File: config.mk
export PLATFORM = sky130hd
export DESIGN_NAME = instruction_fetch
export DESIGN_NICKNAME = d
export VERILOG_FILES = /design/src/rtl/instruction_fetch.sv
export SDC_FILE = /design/constraint.sdc
export NUM_CORES = 1
export LEC_CHECK = 0
export ABC_CLOCK_PERIOD_IN_PS = 2400
export CAP_MARGIN = 20
export CORE_ASPECT_RATIO = 0.5
export CORE_MARGIN = 2
export CORE_UTILIZATION = 40
export DETAILED_ROUTE_END_ITERATION = 16
export GPL_TIMING_DRIVEN = 0
export PLACE_DENSITY = 0.65
export REMOVE_ABC_BUFFERS = 1
export SETUP_SLACK_MARGIN = 0.2
export SLEW_MARGIN = 20
export SYNTH_ARGS = -nofsm -noshare
export SYNTH_HDL_FRONTEND = slang
export SYNTH_SLANG_ARGS = --single-unit
File: constraint.sdc
create_clock -name clock -period 2.4 [get_ports clock]
set_input_delay 0.24 -clock clock [delete_from_list [all_inputs] [get_ports clock]]
set_output_delay 0.24 -clock clock [all_outputs]
set_load 0.03 [all_outputs]
File: src/rtl/instruction_fetch.sv
// Fetch stage: reads 16-bit words over a req/ack handshake and assembles
// 16- or 32-bit instructions for the decoder through a single-entry output buffer.
module instruction_fetch #(
  parameter int unsigned          PC_WIDTH = 16,
  parameter logic [PC_WIDTH-1:0]  RESET_PC = '0
) (
  input  logic                clock,
  input  logic                reset,
  output logic                imem_req,
  output logic [PC_WIDTH-1:0] imem_addr,
  input  logic                imem_ack,
  input  logic [15:0]         imem_rdata,
  output logic                fetch_valid,
  input  logic                fetch_ready,
  output logic [31:0]         fetchoutput,
  output logic                fetch_is32,
  output logic [PC_WIDTH-1:0] fetch_pc,
  input  logic                branch_valid,
  input  logic [PC_WIDTH-1:0] branch_target
);

  localparam logic [1:0] S_LO  = 2'd0;
  localparam logic [1:0] S_HI  = 2'd1;
  localparam logic [1:0] S_OUT = 2'd2;

  logic [1:0]          state;
  logic [PC_WIDTH-1:0] pc;
  logic [PC_WIDTH-1:0] ipc;
  logic [15:0]         lo;
  logic [PC_WIDTH-1:0] pc_next;

  // pc + 1 wraps naturally at the PC_WIDTH boundary
  assign pc_next   = pc + 1'b1;
  assign imem_req  = ((state == S_LO) || (state == S_HI)) && !reset;
  assign imem_addr = pc;

  // A redirect outranks everything but reset; any ack in that cycle is dropped.
  always_ff @(posedge clock) begin
    if (reset) begin
      state       <= S_LO;
      pc          <= RESET_PC;
      ipc         <= '0;
      lo          <= '0;
      fetch_valid <= 1'b0;
      fetchoutput <= '0;
      fetch_is32  <= 1'b0;
      fetch_pc    <= '0;
    end else if (branch_valid) begin
      state       <= S_LO;
      pc          <= branch_target;
      fetch_valid <= 1'b0;
    end else begin
      case (state)
        S_LO: begin
          if (imem_ack) begin
            lo  <= imem_rdata;
            ipc <= pc;
            pc  <= pc_next;
            if (imem_rdata[15]) begin
              state <= S_HI;
            end else begin
              state       <= S_OUT;
              fetchoutput <= {16'h0000, imem_rdata};
              fetch_is32  <= 1'b0;
              fetch_pc    <= pc;
              fetch_valid <= 1'b1;
            end
          end
        end
        S_HI: begin
          if (imem_ack) begin
            pc          <= pc_next;
            state       <= S_OUT;
            fetchoutput <= {imem_rdata, lo};
            fetch_is32  <= 1'b1;
            fetch_pc    <= ipc;
            fetch_valid <= 1'b1;
          end
        end
        S_OUT: begin
          if (fetch_ready) begin
            fetch_valid <= 1'b0;
            state       <= S_LO;
          end
        end
        default: begin
          state       <= S_LO;
          fetch_valid <= 1'b0;
        end
      endcase
    end
  end

endmodule

==> results of run 1 <==
-- synth_stat cells, drive strengths merged --
| cell | number |
|---|---|
| nand2 | 151 |
| dfxtp | 100 |
| a21oi | 52 |
| nor2 | 52 |
| clkbuf | 40 |
| a311oi | 36 |
| nand3 | 22 |
| a211oi | 9 |
| nor3 | 8 |
| or3 | 7 |
| inv | 6 |
| xnor2 | 6 |
| o21ai | 5 |
| mux2i | 3 |
| nor4 | 3 |
| or4 | 3 |
| and3 | 2 |
| buf | 2 |
| nand2b | 2 |
| nor2b | 2 |
| xor2 | 2 |
| a2111oi | 1 |
| a21o | 1 |
| a32oi | 1 |
| and4 | 1 |
| ha | 1 |
| nand4 | 1 |
| nand4b | 1 |
| nor3b | 1 |
-- sequential cells by signal, summed over array words and instances (netlist names) --
signal and cells:
fetchoutput 32, fetch_is32 1, state 2, imem_addr 16
fetch_pc 16, lo 16, ipc 16, fetch_valid 1
-- cell families (layout without fill, tap and decap cells) --
kind of cell / after synthesis / count (layout) / share of synthesized area, %
XOR/XNOR: 8 / 8 / 1.72
AND/OR/NAND/NOR: 256 / 256 / 26.4
AO/OA/AOI/OAI: 105 / 105 / 17.2
flip-flops: 100 / 100 / 49.1
adder cells (fa/ha/maj): 1 / 1 / 0.307
buffers and inverters: 48 / 138 / 4.48
multiplexers: 3 / 3 / 0.737
-- power by group through the flow --
stage | Sequential (mW) | Combinational (mW) | Clock (mW)
final | 1.80 | 0.544 | 1.65
after global routing | 1.81 | 0.592 | 1.75
after CTS | 1.80 | 0.548 | 1.68
after detailed placement | 1.84 | 0.544 | 0
after global placement | 1.83 | 0.519 | 0
after floorplan | 1.92 | 0.171 | 0
-- what timing repair did --
action,4_1_cts,5_1_grt
pin swaps,1,0
endpoints found under the setup margin,26,14
setup buffers,1,2
gates resized for setup,0,1
hold buffers,0,0
-- how the worst max path moves through the flow --
stage                       startpoint               to  slack, ps  depth (start not counted)
after floorplan               state[1]      fetch_pc[0]       -970                          3
after CTS                     state[1]    imem_addr[12]        240                          4
after global routing          state[1]   fetchoutput[4]        190                          8
final                     imem_addr[0]    imem_addr[12]        370                          5
after detailed placement      imem_ack  fetchoutput[10]       -340                          9
after global placement        imem_ack      fetch_pc[8]      -2690                          4
-- through the flow --
step	cells	cell area [um2]	setup TNS [ps]	power (mW)
4_1_cts	744	5660	0	4.02
2_1_floorplan	479	3910	-52930	2.09
5_1_grt	746	5680	0	4.15
3_3_place_gp	717	5110	-227470	2.35
6_report	746	5680	0	3.99
3_5_place_dp	727	5320	-5730	2.38
-- final cells by class --
cell class / instances / area, um2 / area share, %
clock buffers: 10 / 229 / 4.03
repair buffers: 116 / 1230 / 21.7
multi-input cells: 373 / 1910 / 33.7
flip-flops and latches: 100 / 2000 / 35.2
inverters: 6 / 22.5 / 0.396
clock inverters: 6 / 113 / 1.98
well taps: 135 / 169 / 2.97
-- layer usage --
metal	global-route usage, %	vias up	part of all wire [%]
li1	-	1961	-
met1	26.0	1771	49
met2	33.3	77	46
met3	4.37	7	4.2
met4	4.53	0	0.68
met5	0	-	0
-- worst max-delay path: stages, from the launching register on --
cell      delay, ps
dfxtp_1         480
ha_1            220
nand2_1         110
or4_1           540
or3_1           360
a311oi_1        240
-- cell usage in the layout, fill, tap and decap left out, types with 2 or more instances in the layout --
master           netlist  routed
a211oi_1               9       9
a21oi_1               52      52
a311oi_1              36      36
and3_1                 2       2
buf_16                 0       3
buf_4                  0       4
buf_6                  0       3
buf_8                  0       3
bufinv_16              0       3
clkbuf_16              0       9
clkdlybuf4s50_1        0     102
clkinvlp_4             0       3
dfxtp_1              100     100
inv_1                  6       6
mux2i_1                3       3
nand2_1              151     151
nand2b_2               0       2
nand3_1               22      22
nor2_1                52      52
nor3_1                 7       6
nor4_1                 3       3
o21ai_0                5       5
or3_1                  7       6
or4_1                  3       3
xnor2_1                6       6
xor2_1                 2       2
==> metrics.txt, run 1 <==
status=finished, final reports clean; crit path max fanout=7; Die W=147 um; H-tree depth=3; remaining routing DRC violations=0; Final GP Congestion=0.730; Yosys warnings=0; Worst EP arrival=2280 ps; Hold Crit Start=reset; main area contributors after synthesis=dfxtp_1 (49%), nand2_1 (14%), a311oi_1 (7.7%); switching share of power=25.1%; share of the synthesized area in the top cell type=49.1%; Slew Viols, Final=0; Pint=2.99 mW; Setup crit end kind=register; Core Util, Final=58.8%; drt initial violations=176; Setup Viol. Count Final=0; FILL cells=884; worst endpoint required time=2650 ps; CP Class=register to register; Via Count=3816; initial antenna violation count=0; final wirelength=10.5 mm; Hold Crit Class=input port to register; IO buf count=103; worst r2r path cells=5; flops & latches, synth=100; final setup margin=374 ps; cts bufs inserted=9; gr ovfl total=0; synthesized area=0.00407 mm2; die area=0.0111 mm2; worst-case clock buffer depth=2; Synth cell types=30; Reg power frac=45.1%; Nets=644; worst reg-to-reg setup slack=370 ps; reg2reg end=imem_addr[12]; DR WL/cell=14.1 um; Post-Syn Instances=521; Pleak=1.91 nW; drt pass-1 iters=4; vias in the first global route=3526; Max transition margin=41.3%; Synth area leader=dfxtp_1; RSZ-0062 raised after global routing=yes; sequential fraction of the synthesis area=49.1%; CTS Sinks=100; clock power share=41.3%; Avg Cell Area, Syn=7.82 um2; min Tclk post-route=2030 ps; DP Wirelength=6.93 mm; max cap viols=0; Core Rows=25; Post-DRT Antenna Nets=0; Worst-Margin Slew=879 ps; first-pass GRT wire length=17.3 mm; Logic pwr share=13.6%; die height=75.4 um; Core ar.=0.00967 mm2; fmax=494 MHz; r2r startpoint=imem_addr[0]; Worst Hold Slack=432 ps; Worst-path clk slew=70 ps; PwrDens=702 mW/mm2; Final Hold Fails=0; Final Skew=6.29 ps; startpoint types=register; Final period util=84.4%; # IOs=104; hold path cells=2; Initial Utilization=42.1%; Worst VDD drop=0.000353 V; ant diodes=0; TritonCTS clock tree=done; layout cell share with drive strength beyond 1=6.06%; via/cell ratio=5.12; area delta synth->final=39.5%; Global Route Usage Sum=19.5%; Hold EP=ipc[10]; Place WS=-343 ps; pin count of the biggest net entering global routing=63; P_sw=1.00 mW; clock latency on the worst-skew pair=340 ps; root buffer cell=clkbuf_16
Note: power is estimated with default switching activity, not from simulation.
==> run 2: changes to the inputs <==
--- a/config.mk
+++ b/config.mk
@@ -5,14 +5,14 @@
 export SDC_FILE = /design/constraint.sdc
 export NUM_CORES = 1
 export LEC_CHECK = 0
-export ABC_CLOCK_PERIOD_IN_PS = 2400
+export ABC_CLOCK_PERIOD_IN_PS = 1800
 export CAP_MARGIN = 20
 export CORE_ASPECT_RATIO = 0.5
 export CORE_MARGIN = 2
 export CORE_UTILIZATION = 40
 export DETAILED_ROUTE_END_ITERATION = 16
 export GPL_TIMING_DRIVEN = 0
-export PLACE_DENSITY = 0.65
+export PLACE_DENSITY = 0.68
 export REMOVE_ABC_BUFFERS = 1
 export SETUP_SLACK_MARGIN = 0.2
 export SLEW_MARGIN = 20
==> constraint.sdc (replaced) <==
create_clock -name clock -period 1.8 [get_ports clock]
set_input_delay 0.18 -clock clock [delete_from_list [all_inputs] [get_ports clock]]
set_output_delay 0.18 -clock clock [all_outputs]
set_load 0.03 [all_outputs]
==> metrics.txt, run 2 (synthesized netlist as in run 1, its figures left out) <==
DR WL/cell=14.6 um (+3.9%); Most flops, register=fetchoutput; die height=75.4 um (unchanged); fin cells=759 (+1.7%); Core Rows=25 (unchanged); CP peak stage delay=500 ps (-40 ps); placed cell count=727 (unchanged); status=complete, but fails checks; Final GP Congestion=0.735 (+0.59%); commonest non-fill, non-tap cell in the layout=nand2_1; most frequent cells in the layout=nand2_1 (150), dfxtp_1 (91), clkdlybuf4s50_1 (82); FILL cells=861 (-2.6%); drt pass-1 iters=5 (+1); slowest CP cell=or4_4; PwrDens=891 mW/mm2 (+27%); worst-case clock buffer depth=2 (unchanged); Worst-path clk slew=70 ps (about the same); Final period util=107% (+22 points); CP Class=register to register; Global Route Usage Sum=19.7% (+0.19 points); cts hold-fix bufs=0 (unchanged); Worst-Margin Slew=605 ps (-274 ps); crit path max fanout=7 (unchanged); Setup crit end kind=register; Core Util, Final=60.3% (+1.6 points); DP Wirelength=6.87 mm (-0.92%); cell family with most CP delay=simple AND/OR/NAND/NOR gates; die area=0.0111 mm2 (unchanged); failing checks=negative setup slack; Setup Viol. Count Final=2 (+2); fmax=521 MHz (+5.6%); startpoint types=register; Nets=657 (+2.0%); max reg flops=32 (unchanged); Core ar.=0.00967 mm2 (unchanged); Initial Utilization=42.1% (unchanged); area delta synth->final=43.2%; max cap viols=0 (unchanged); clock latency on the worst-skew pair=340 ps (about the same); layout cell share with drive strength beyond 1=11.4% (+5.3 points); final wirelength=11.1 mm (+5.7%); Max transition margin=59.3% (+18 points); Post-DRT Antenna Nets=0 (unchanged); pin count of the biggest net entering global routing=61 (-3.2%); Slew Viols, Final=0 (unchanged); Final Skew=5.26 ps (-1.03 ps); final setup margin=-119 ps (-493 ps); worst endpoint required time=2050 ps (-600 ps); # IOs=104 (unchanged); Worst EP arrival=2170 ps (-110 ps); vias in the first global route=3538 (+0.34%); TritonCTS clock tree=done; Hold Crit Class=input port to register; Die W=147 um (unchanged); Final Hold Fails=0 (unchanged); RSZ-0062 raised after global routing=yes; ant diodes=0 (unchanged); post-route design area=0.00583 mm2 (+2.7%); cts bufs inserted=9 (unchanged); drt initial violations=242 (+38%); crit path buf inv count=1 (+1); Pleak=2.06 nW (+8.1%); first-pass GRT wire length=17.5 mm (+1.3%); Worst Hold Slack=245 ps (-187 ps); CTS Sinks=100 (unchanged); Via Count=3965 (+3.9%); root buffer cell=clkbuf_16; min Tclk post-route=1920 ps (-107 ps); Placed Area=0.00532 mm2 (about the same); H-tree depth=3 (unchanged); gr ovfl total=0 (unchanged); via/cell ratio=5.22 (+2.1%); initial antenna violation count=0 (unchanged); worst-path cell chain=nand4b_1 -> buf_6 -> or4_4 -> or3_1 -> a311oi_2; Worst VDD drop=0.000580 V (+64%); Final Power=5.19 mW (+30%); remaining routing DRC violations=0 (unchanged); IO buf count=103 (unchanged)
run 2: changes by cell type in the layout (fill, tap and decap cells not counted), sizes merged, moves of 2 or more:
cell / delta
dlymetal6s2s: +3
clkdlybuf4s50: -20
dlygate4sd2: +16
clkinv: +2
buf: +11
run 2: cell type report:
class / instances / area [um2] / share of cell area, %
Clock buffer: 10 / 229 / 3.93
Clock inverter: 6 / 88.8 / 1.52
Inverter: 6 / 26.3 / 0.450
Multi-Input combinational cell: 374 / 1980 / 34.0
Sequential cell: 100 / 2020 / 34.6
Tap cell: 135 / 169 / 2.90
Timing Repair Buffer: 127 / 1310 / 22.5
Timing Repair inverter: 1 / 7.51 / 0.129
run 2: per-stage QoR:
step,TNS (ps),setup WS (ps)
detailed placement,-42030,-631
global placement,-277040,-3180
finish,-162,-119
CTS,-14.7,-14.7
floorplan,-102400,-1570
global route,-1430,-169
run 2: path summary, 6_finish.rpt:
check / startpoint / endpoint / slack (ps) / cells after the start
setup / recovery: state[1] / imem_addr[13] / -120 / 5
hold reg to reg: fetchoutput[15] / fetchoutput[15] / 450 / 2
hold / removal: reset / ipc[10] / 240 / 2
setup reg to reg: state[1] / imem_addr[13] / -120 / 5
run 2: repair_timing:
item,CTS,global route
gates cloned,1,1
buffers inserted,14,0
pin swaps,5,5
endpoints found under the setup margin,114,95
resized for setup,47,7
run 2: where the power goes:
part           switching (mW)  internal (mW)  leakage [nW]
logic                   0.437          0.320          1.09
registers              0.0814           2.31         0.820
clock network           0.827           1.22         0.149
total                    1.34           3.85          2.06
run 2: per-layer routing:
layer	wire length, um	GRT usage [%]	up-vias
met5	0	0	-
met4	73	5.07	0
met3	599	4.25	8
met2	5250	35.2	103
met1	5190	25.1	1864
li1	-	-	1990
==> run 3: changes to the inputs <==
--- a/config.mk
+++ b/config.mk
@@ -9,10 +9,10 @@
 export CAP_MARGIN = 20
 export CORE_ASPECT_RATIO = 0.5
 export CORE_MARGIN = 2
-export CORE_UTILIZATION = 40
+export CORE_UTILIZATION = 44
 export DETAILED_ROUTE_END_ITERATION = 16
 export GPL_TIMING_DRIVEN = 0
-export PLACE_DENSITY = 0.68
+export PLACE_DENSITY = 0.74
 export REMOVE_ABC_BUFFERS = 1
 export SETUP_SLACK_MARGIN = 0.2
 export SLEW_MARGIN = 20
==> metrics.txt, run 3 (synthesized netlist as in run 1, its figures left out) <==
min Tclk post-route=1930 ps (+9.58 ps); switching share of power=25.7% (-0.23 points); cts bufs inserted=9 (unchanged); Final GP Congestion=0.747 (+1.7%); crit path max fanout=6 (-1); Final Power=5.37 mW (+3.4%); first-pass GRT wire length=17.2 mm (-1.7%); remaining routing DRC violations=5 (+5); drt pass-1 iters=10 (+5); Pint=3.99 mW (+3.7%); CP Class=register to register; GR Layer Usage met1=27.8% (+2.6 points); Worst VDD drop=0.000531 V (-8.4%); pin count of the biggest net entering global routing=63 (+3.3%); Final Skew=6.75 ps (+1.49 ps); initial antenna violation count=0 (unchanged); CTS Sinks=100 (unchanged); H-tree depth=3 (unchanged); clock power share=41.4% (+2.0 points); Max transition margin=58.2% (-1.1 points); Core Util, Final=66.1% (+5.7 points); post-route design area=0.00585 mm2 (+0.36%); worst endpoint required time=2060 ps (about the same); via/cell ratio=5.32 (+1.9%); status=complete, but fails checks; Slew Viols, Final=0 (unchanged); Final Hold Fails=0 (unchanged); startpoint types=register; Worst-Margin Slew=621 ps (+16.0 ps); Pleak=2.09 nW (+1.1%); met2 Usage GRT=34.5% (-0.68 points); Via Count=3932 (-0.83%); ant diodes=0 (unchanged); Global Route Usage Sum=21.1% (+1.4 points); die area=0.0101 mm2 (-8.7%); worst-case clock buffer depth=2 (unchanged); Setup crit end kind=register; Nets=655 (-0.30%); TritonCTS clock tree=done; DP Wirelength=6.58 mm (-4.1%); drt initial violations=205 (-15%); Core Rows=24 (-4.0%); vias in the first global route=3513 (-0.71%); final wirelength=10.9 mm (-1.5%); root buffer cell=clkbuf_16; RSZ-0062 raised after global routing=yes; Die W=140 um (-4.5%); Initial Utilization=46.0% (+3.8 points); fmax=519 MHz (-0.50%); layout cell share with drive strength beyond 1=11.6% (+0.20 points); Final period util=107% (+0.53 points); most frequent cells in the layout=nand2_1 (150), dfxtp_1 (90), clkdlybuf4s50_1 (82); Most flops, register=fetchoutput; commonest non-fill, non-tap cell in the layout=nand2_1; Worst EP arrival=2190 ps (+20 ps); worst reg-to-reg setup slack=-130 ps (about the same); Place WS=-585 ps (+46.5 ps); die height=72.0 um (-4.4%); max reg flops=32 (unchanged); Worst-path clk slew=70 ps (about the same); Post-DRT Antenna Nets=0 (unchanged); final setup margin=-128 ps (-9.58 ps); Reg power frac=44.7% (-1.4 points); clock latency on the worst-skew pair=350 ps (about the same); Hold Crit Class=input port to register; cts hold-fix bufs=0 (unchanged); Placed Area=0.00528 mm2 (-0.68%); max cap viols=0 (unchanged); PwrDens=917 mW/mm2 (+3.0%); Logic pwr share=13.9% (-0.7 points); grt peak-use layer=met2; gr ovfl total=0 (unchanged); Core ar.=0.00886 mm2 (-8.3%); IO buf count=103 (unchanged); # IOs=104 (unchanged); met3 GRT Util=4.82% (+0.57 points); Setup Viol. Count Final=3 (+1); area delta synth->final=43.7%; DR WL/cell=14.8 um (+1.1%); P_sw=1.38 mW (+2.5%); failing checks=design-rule violations, negative setup slack
[run 3: area by class of cell]
type | instances | area, um2
fill | 758 | 3000
clock buffer | 9 | 225
inverter | 6 | 26.3
multi-input combinational | 374 | 2020
tap | 117 | 146
sequential | 100 | 2020
timing repair inverter | 1 | 7.51
clock inverter | 7 | 123
timing repair buffer | 125 | 1280
[run 3: final timing paths]
path,endpoint,start,cells past startpoint
max,imem_addr[12],state[1],5
min,ipc[12],reset,2
max reg2reg,imem_addr[12],state[1],5
min reg2reg,fetchoutput[30],fetchoutput[30],2
[run 3: critical path, cell delays in order, from the launching register on]
cell and delay (ps):
dfxtp_4 360, nand4b_1 210, buf_6 170, or4_4 470, or3_4 380, a311oi_2 250
[run 3: power groups by stage]
stage	logic [mW]	registers [mW]	clock network, mW
after global routing	0.807	2.41	2.36
after CTS	0.730	2.39	2.27
final	0.749	2.40	2.22
after floorplan	0.228	2.56	0
after detailed placement	0.720	2.45	0
after global placement	0.685	2.44	0
[run 3: what timing repair did]
action | CTS | global route
resized for setup | 39 | 22
pin swaps | 4 | 8
gates cloned | 1 | 1
hold endpoints to repair | 0 | 0
endpoints found under the setup margin | 114 | 99
buffers inserted | 9 | 3
[run 3: per-stage QoR]
step                      hold WS (ps)  TNS (ps)  std cells
after floorplan                    249   -102400        479
after global placement             438   -272620        699
after detailed placement           445    -30110        709
after CTS                          268     -62.1        735
after global routing               299     -1040        739
final                              278      -258        739
[run 3: per-layer routing]
| layer | routed length, um | share of wire, % | vias to the layer above |
|---|---|---|---|
| li1 | - | - | 1990 |
| met1 | 5200 | 48 | 1857 |
| met2 | 5180 | 47 | 73 |
| met3 | 424 | 3.9 | 12 |
| met4 | 129 | 1.2 | 0 |
| met5 | 0 | 0 | - |
